File: src/rtl/reset_seq_ctrl.sv
// reset_seq_ctrl
// Staged reset release for the bus fabric, I/O peripherals and CPU.
// Waits for a synchronized clock-lock indication, holds every domain in reset,
// and then releases bus, io and cpu one after another. Lock loss, a watchdog
// expiry or a software request puts the domains back into reset, and the
// cause of the last re-entry is recorded.

module reset_seq_ctrl #(
    parameter int HOLD_CYC  = 16,
    parameter int STAGE_CYC = 4,
    parameter int WDT_CYC   = 65536,
    parameter int CNT_W     = 8,
    parameter int WDT_W     = 16
) (
    input  logic       clk,
    input  logic       reset,
    input  logic       locked,
    input  logic       sw_reset_req,
    input  logic       wdt_en,
    input  logic       wdt_kick,
    output logic       bus_reset,
    output logic       io_reset,
    output logic       cpu_reset,
    output logic       seq_busy,
    output logic [1:0] reset_cause
);

    typedef enum logic [2:0] {
        WAIT_LOCK,
        HOLD,
        REL_BUS,
        REL_IO,
        RUN
    } state_t;

    localparam logic [1:0] CAUSE_EXT  = 2'b00;
    localparam logic [1:0] CAUSE_SW   = 2'b01;
    localparam logic [1:0] CAUSE_WDT  = 2'b10;
    localparam logic [1:0] CAUSE_LOCK = 2'b11;

    localparam logic [CNT_W-1:0] HOLD_LAST  = CNT_W'(HOLD_CYC - 1);
    localparam logic [CNT_W-1:0] STAGE_LAST = CNT_W'(STAGE_CYC - 1);
    localparam logic [WDT_W-1:0] WDT_LAST   = WDT_W'(WDT_CYC - 1);

    state_t           state, state_nx;
    logic [CNT_W-1:0] cnt, cnt_nx;
    logic [WDT_W-1:0] wdt_cnt, wdt_cnt_nx;
    logic [1:0]       cause_nx;
    logic             locked_m, locked_s;

    // Two-flop synchronizer for the asynchronous lock flag.
    always_ff @(posedge clk) begin
        // NOTE: sequential state uses non-blocking assignments so every flop
        // samples the pre-edge values, regardless of statement order.
        if (reset) begin
            locked_m <= 1'b0;
            locked_s <= 1'b0;
        end else begin
            locked_m <= locked;
            locked_s <= locked_m;
        end
    end

    // Next-state, counter and cause decode; re-entry events by priority.
    always_comb begin
        // NOTE: every variable gets a default first so no path leaves it
        // unassigned, which would otherwise infer a latch.
        state_nx   = state;
        cnt_nx     = cnt;
        wdt_cnt_nx = '0;
        cause_nx   = reset_cause;

        case (state)
            WAIT_LOCK: begin
                if (locked_s) begin
                    state_nx = HOLD;
                    cnt_nx   = '0;
                end
            end
            HOLD: begin
                if (!locked_s) begin
                    state_nx = WAIT_LOCK;
                    cause_nx = CAUSE_LOCK;
                    cnt_nx   = '0;
                end else if (cnt == HOLD_LAST) begin
                    state_nx = REL_BUS;
                    cnt_nx   = '0;
                end else begin
                    cnt_nx = cnt + CNT_W'(1);
                end
            end
            REL_BUS, REL_IO: begin
                if (!locked_s) begin
                    state_nx = WAIT_LOCK;
                    cause_nx = CAUSE_LOCK;
                    cnt_nx   = '0;
                end else if (cnt == STAGE_LAST) begin
                    state_nx = (state == REL_BUS) ? REL_IO : RUN;
                    cnt_nx   = '0;
                end else begin
                    cnt_nx = cnt + CNT_W'(1);
                end
            end
            RUN: begin
                cnt_nx = '0;
                if (!locked_s) begin
                    state_nx = WAIT_LOCK;
                    cause_nx = CAUSE_LOCK;
                end else if (wdt_en && !wdt_kick && wdt_cnt == WDT_LAST) begin
                    state_nx = HOLD;
                    cause_nx = CAUSE_WDT;
                end else if (sw_reset_req) begin
                    state_nx = HOLD;
                    cause_nx = CAUSE_SW;
                end else if (wdt_en && !wdt_kick) begin
                    wdt_cnt_nx = wdt_cnt + WDT_W'(1);
                end
            end
            default: begin
                state_nx = WAIT_LOCK;
                cnt_nx   = '0;
            end
        endcase
    end

    // State, counters and registered outputs decoded from the next state.
    always_ff @(posedge clk) begin
        if (reset) begin
            state       <= WAIT_LOCK;
            cnt         <= '0;
            wdt_cnt     <= '0;
            bus_reset   <= 1'b1;
            io_reset    <= 1'b1;
            cpu_reset   <= 1'b1;
            seq_busy    <= 1'b1;
            reset_cause <= CAUSE_EXT;
        end else begin
            state       <= state_nx;
            cnt         <= cnt_nx;
            wdt_cnt     <= wdt_cnt_nx;
            bus_reset   <= (state_nx == WAIT_LOCK) || (state_nx == HOLD);
            io_reset    <= (state_nx != REL_IO) && (state_nx != RUN);
            cpu_reset   <= (state_nx != RUN);
            seq_busy    <= (state_nx != RUN);
            reset_cause <= cause_nx;
        end
    end

endmodule

File: config.mk
export PLATFORM = sky130hd
export DESIGN_NAME = reset_seq_ctrl
export DESIGN_NICKNAME = d
export VERILOG_FILES = /design/src/rtl/reset_seq_ctrl.sv
export SDC_FILE = /design/constraint.sdc
export NUM_CORES = 1
export LEC_CHECK = 0
export CELL_PAD_IN_SITES_DETAIL_PLACEMENT = 1
export CELL_PAD_IN_SITES_GLOBAL_PLACEMENT = 2
export CORE_AREA = 2 2 68 70
export CTS_CLUSTER_DIAMETER = 30
export DETAILED_ROUTE_END_ITERATION = 6
export DIE_AREA = 0 0 70 72
export HOLD_SLACK_MARGIN = 0.1
export PLACE_DENSITY_LB_ADDON = 0.1
export SETUP_SLACK_MARGIN = 0.05
export SLEW_MARGIN = 20
export SYNTH_ARGS = -nofsm -noshare
export SYNTH_HDL_FRONTEND = slang
export SYNTH_SLANG_ARGS = --single-unit
File: constraint.sdc
create_clock -name clk -period 4.6 [get_ports clk]
set_input_delay 0.46 -clock clk [delete_from_list [all_inputs] [get_ports clk]]
set_output_delay 0.46 -clock clk [all_outputs]
set_load 0.03 [all_outputs]
Yosys cells after proc, flatten, opt, wreduce, memory -nomap -nowiden
Index checks and enable logic that the tools add are counted.
- add/subtract/negate cells: 2
- multipliers: 0
- divide/modulo/power cells: 0
- magnitude comparators: 0
- eq/ne operators: 13
- shifts and indexed selects: 0
- multiplexer cells: 21
- bitwise gates (word level): 3
- reductions and logical operators: 12
- operator list (cell ; count):
    2-to-1 mux 8 bit ; 5
    2-to-1 mux 3 bit ; 9
    one-hot mux 8 bit (3 select lines) ; 1
    adder 16 x 1 -> 16 bit (second input constant) ; 1
    == test 16 bit (second input constant) ; 1
    one-hot mux 3 bit (4 select lines) ; 1
    adder 8 x 1 -> 8 bit (second input constant) ; 1
    == test 8 x 2 -> 1 bit (second input constant) ; 1
    == test 8 x 4 -> 1 bit (second input constant) ; 1
    2-to-1 mux 2 bit ; 4
    == test 3 x 1 -> 1 bit (second input constant) ; 2
    == test 3 x 2 -> 1 bit (second input constant) ; 2
    zero test 3 bit ; 2
    OR reduction 6 bit ; 1
    inequality test 2 bit (second input constant) ; 2
    inequality test 4 bit (second input constant) ; 1
    one-hot mux 2 bit (2 select lines) ; 1
    == test 3 bit (second input constant) ; 1
    logical AND 1 bit ; 3
    inequality test 3 x 2 -> 1 bit (second input constant) ; 1
    inequality test 3 bit (second input constant) ; 1
    NOT 1 bit ; 3
    AND reduction 3 bit ; 1
    OR reduction 3 bit ; 1
    other kinds (4) ; 4
- flip-flop bits (word level): 34
- latch bits: 0
- bits in writable memories: 0
- memory bits (read-only): 0
- input port bits: 6
- output and inout port bits: 6
- word-level logic and storage cells: 60
- memories: 0

Depth between registers and ports, before layout
- word-level depth: 8
- gate-level depth with buffers: 8
- mapped depth without buffers: 6

Worst setup path after synthesis
OpenSTA, ideal clock, no wires.
- path kind: register to register
- start point: register wdt_cnt[0]
- end point: register wdt_cnt[11]
- setup time: 115 ps
- data arrival time: 1810 ps
- slack: 2675 ps
- stages on the path, launching flop included: 9
- buffers on the path: 2
- clock period less this slack: 1925 ps
- cells stage by stage: dfxtp_1 -> ha_1 -> nand3_1 -> or3_4 -> o31ai_1 -> or4b_1 -> buf_6 -> buf_6 -> nor2_1
- word-level cells in the longest chain between the ends: 3
- elaborated cells on any way between the ends: 4
- those cells by class: add/sub: 1; eq/ne: 1; reduce/logical: 2
- ends and longest elaborated chain (element ; RTL line ; source):
    start: declaration ; 47 ; logic [WDT_W-1:0] wdt_cnt, wdt_cnt_nx;
    start signal: assignment ; 140 ; wdt_cnt <= wdt_cnt_nx;
    parallel branches: the longest is 3 deep, another holds adder 16 x 1 -> 16 bit ; n/a ;
Parallel ways; which one is timed is not known.
A chain may end at the register's enable or synchronous reset.

Worst setup path after layout
- start point: register wdt_cnt[0]
- end point: register wdt_cnt[7]
The elaborated chain is that of the path after synthesis.

==> flow_summary_export.csv <==
group,metric,value,unit
outcome,status,"finished clean",
synthesis,ys_warn_count,0,
global_route,grt_overflow_total,0,
detailed_routing,firstDrtPassIters,4,
placed_design,pre_cts_ws,2.148,ns
timing,clock_skew,0.008477,ns
final_layout,area_growth_syn_to_layout,12.94,%
floorplanning,rows,24,
worst_setup_path,cp_slowest_stage_delay,0.55,ns
detailed_routing,antenna_left,0,
cts,htree_levels,2,
timing,tightestPinTransition,0.8763,ns
floorplanning,die_h,72,um
detailed_routing,drc,0,
timing,clock.fmax,416.8,MHz
placed_design,dp_hpwl,2586,um
worst_setup_path,critPathMaxFanout,16,
cts,cts_resized,0,
global_route,grt_max_degree,17,
pwr,peakVddDrop,139.3,uV
cts,root_buffer,"clkbuf_8",
timing,slew_headroom,0.4113,
synthesis,synth_cell_type_count,45,
global_route,grt_pass1_wl,6272,um
final_layout,instances_no_fill,246,
worst_setup_path,cp-start-kind,"flip-flop",
worst_setup_path,required,4.74,ns
synthesis,async_reset_ff_frac,0,
final_layout,n_antenna_cell,0,
cts,cts_setup_buffers,0,
global_route,grt_usage,0.1567,
cts,numCtsBuffers,5,
placed_design,place.gp.congestion,0.6989,
worst_setup_path,crit_path_cell_trace,"ha_1 > nand3_1 > or3_4 > o31ai_1 > or4b_1 > nor2_1",
synthesis,synthCells,182,
synthesis,ys_seq_elements,34,
final_layout,drive_gt1_frac,0.07216,
final_layout,post-route-util,0.4252,
floorplanning,fp.coreArea,4264,um^2
detailed_routing,drt_iter0_drc,54,
cts,path_clk_slew,0.07,ns
timing,finalHoldViolations,0,
pwr,powerDensity,290.9,nW/um^2
timing,finalMaxSlewViolations,0,
worst_setup_path,endpoint_kind,"flip-flop",
detailed_routing,via_per_inst,5.317,
timing,min_period,2.399,ns
floorplanning,die_area,5040,um^2
worst_setup_path,path_delay_family,"simple AND/OR/NAND/NOR gates",
synthesis,syn_avg_cell_area,8.820,um^2
worst_setup_path,cp_num_buf_inv,0,
pwr,leakagePower,0.5798,nW
detailed_routing,dr_total_vias,1308,
timing,rsz0062_at_grt,"false",
detailed_routing,drt-total-wl,3547,um
timing,final-setup-viol-count,0,
synthesis,synth_area_leaders,"dfxtp_1, nor2_1, xnor2_1",
global_route,antenna_found_initial,0,
synthesis,syn_area,1605,um^2
global_route,grt_pass1_vias,1361,
floorplanning,die_x,70,um
cts,cts_tree,"yes",
synthesis,yosysTopAreaCellShare,0.4240,
worst_setup_path,path_class,"reg -> reg",
floorplanning,initial_utilization,0.3765,
synthesis,synth_enable_flop_cells,0,
detailed_routing,wl_per_cell,14.42,um
synthesis,syn_nets,190,
cts,clock_path_buffers,2,
worst_setup_path,crit_slowest_cell,"or4b_1",
timing,post-route-period-util,0.5216,
cts,cts_sinks,34,
timing,fin_ws,2.201,ns
synthesis,ys.flop_type,"dfxtp_1",
final_layout,fin_nets,202,
min_path,min_path_type,"reg -> reg",
floorplanning,io_pins,12,
placed_design,placed_cell_area,1737,um^2
synthesis,yosys.area.top_type,"dfxtp_1",
placed_design,port_buffers,11,
cts,cts_hold_buf,0,
cts,clock_latency,0.28,ns
run,max_cap_viol_count,0,
synthesis,ys_seq_area_frac,0.4240,
placed_design,dp.cells,239,
final_layout,post-route-cell-area,1813,um^2
timing,tns,0,ns
worst_setup_path,critPathArrivalTime,2.54,ns
layout by cell type (no fill, tap or decap), types with 2 or more instances in the layout:
cell type        netlist  final
a22o_1                 2      2
nand3_1               10     10
inv_1                  3      3
clkbuf_1               1      2
xor2_1                 6      6
or2_2                  4      4
and3_1                 4      4
nand3b_1               4      4
a21oi_1                6      6
nor3_1                 6      6
o21ai_0                5      5
dfxtp_1               34     34
clkdlybuf4s50_1        0     11
o21a_1                 2      2
nor2_1                28     28
nand2_1               15     15
a31oi_1                3      3
clkbuf_8               0      5
nor4_1                 3      3
ha_1                   2      2
nor2b_1                4      4
and2_1                 4      4
and4_1                 2      2
xnor2_1                9      9
through the flow:
stage / power [mW] / hold WS [ns]
global route: 0.5531 / 0.4665
detailed placement: 0.3275 / 0.4358
floorplan: 0.3174 / 0.4138
global placement: 0.3273 / 0.4171
CTS: 0.5337 / 0.4534
finish: 0.5274 / 0.4531
worst paths after layout:
check	startpoint	endpoint	slack, ns	depth (start not counted)
worst min-delay path	locked_m$_SDFF_PP0_	locked_s$_SDFF_PP0_	0.45	1
worst max-delay path	wdt_cnt[0]$_SDFF_PP0_	wdt_cnt[7]$_SDFF_PP0_	2.20	6
worst max register to register	wdt_cnt[0]$_SDFF_PP0_	wdt_cnt[7]$_SDFF_PP0_	2.20	6
worst min register to register	locked_m$_SDFF_PP0_	locked_s$_SDFF_PP0_	0.45	1
power by group:
| group | leakage [nW] | switching (mW) | internal, mW | total [mW] |
|---|---|---|---|---|
| clock network | 0.0383 | 0.102 | 0.104 | 0.207 |
| registers | 0.275 | 0.00225 | 0.296 | 0.299 |
| logic | 0.267 | 0.0120 | 0.0102 | 0.0221 |
synth_stat cells (4+ instances only):
cell       n
nor2_1    28
and2_1     4
nand3b_1   4
or2_2      4
a21oi_1    6
dfxtp_1   34
nor3_1     6
nor2b_1    4
xor2_1     6
xnor2_1    9
nand2_1   15
nand3_1   10
and3_1     4
o21ai_0    5
flip-flops by register name, indices dropped and copies added (netlist names):
signal and count:
reset_cause 2, state 3, wdt_cnt 16, locked_m 1
locked_s 1, io_reset 1, cnt 8, bus_reset 1
seq_busy 1
logic make-up after synthesis:
logic type                 Yosys count  share of synthesized area
DFF                                 34                     0.4240
xor gates and xnor gates            15                    0.08184
muxes                                2                    0.01325
buffers and inverters                9                    0.03429
adders and majority gates            2                    0.01559
and+or+nand+nor                     94                     0.3203
AOI/OAI and AO/OA                   26                     0.1107
metal layers:
layer  vias up  wire [um]  track usage
met2        14       1867       0.2910
li1        661          -            -
met4         0         29      0.05128
met5         -          0            0
met3         6        102      0.04306
met1       627       1546       0.1738
area by class of cell:
type                            count  area (um^2)
Sequential cell                    34        680.7
Clock buffer                        7        76.32
Timing Repair Buffer               11        110.1
Multi-Input combinational cell    139        869.6
Tap cell                           52        65.06
Inverter                            3        11.26
Fill cell                         524         2451
(Power assumes the default switching activity.)
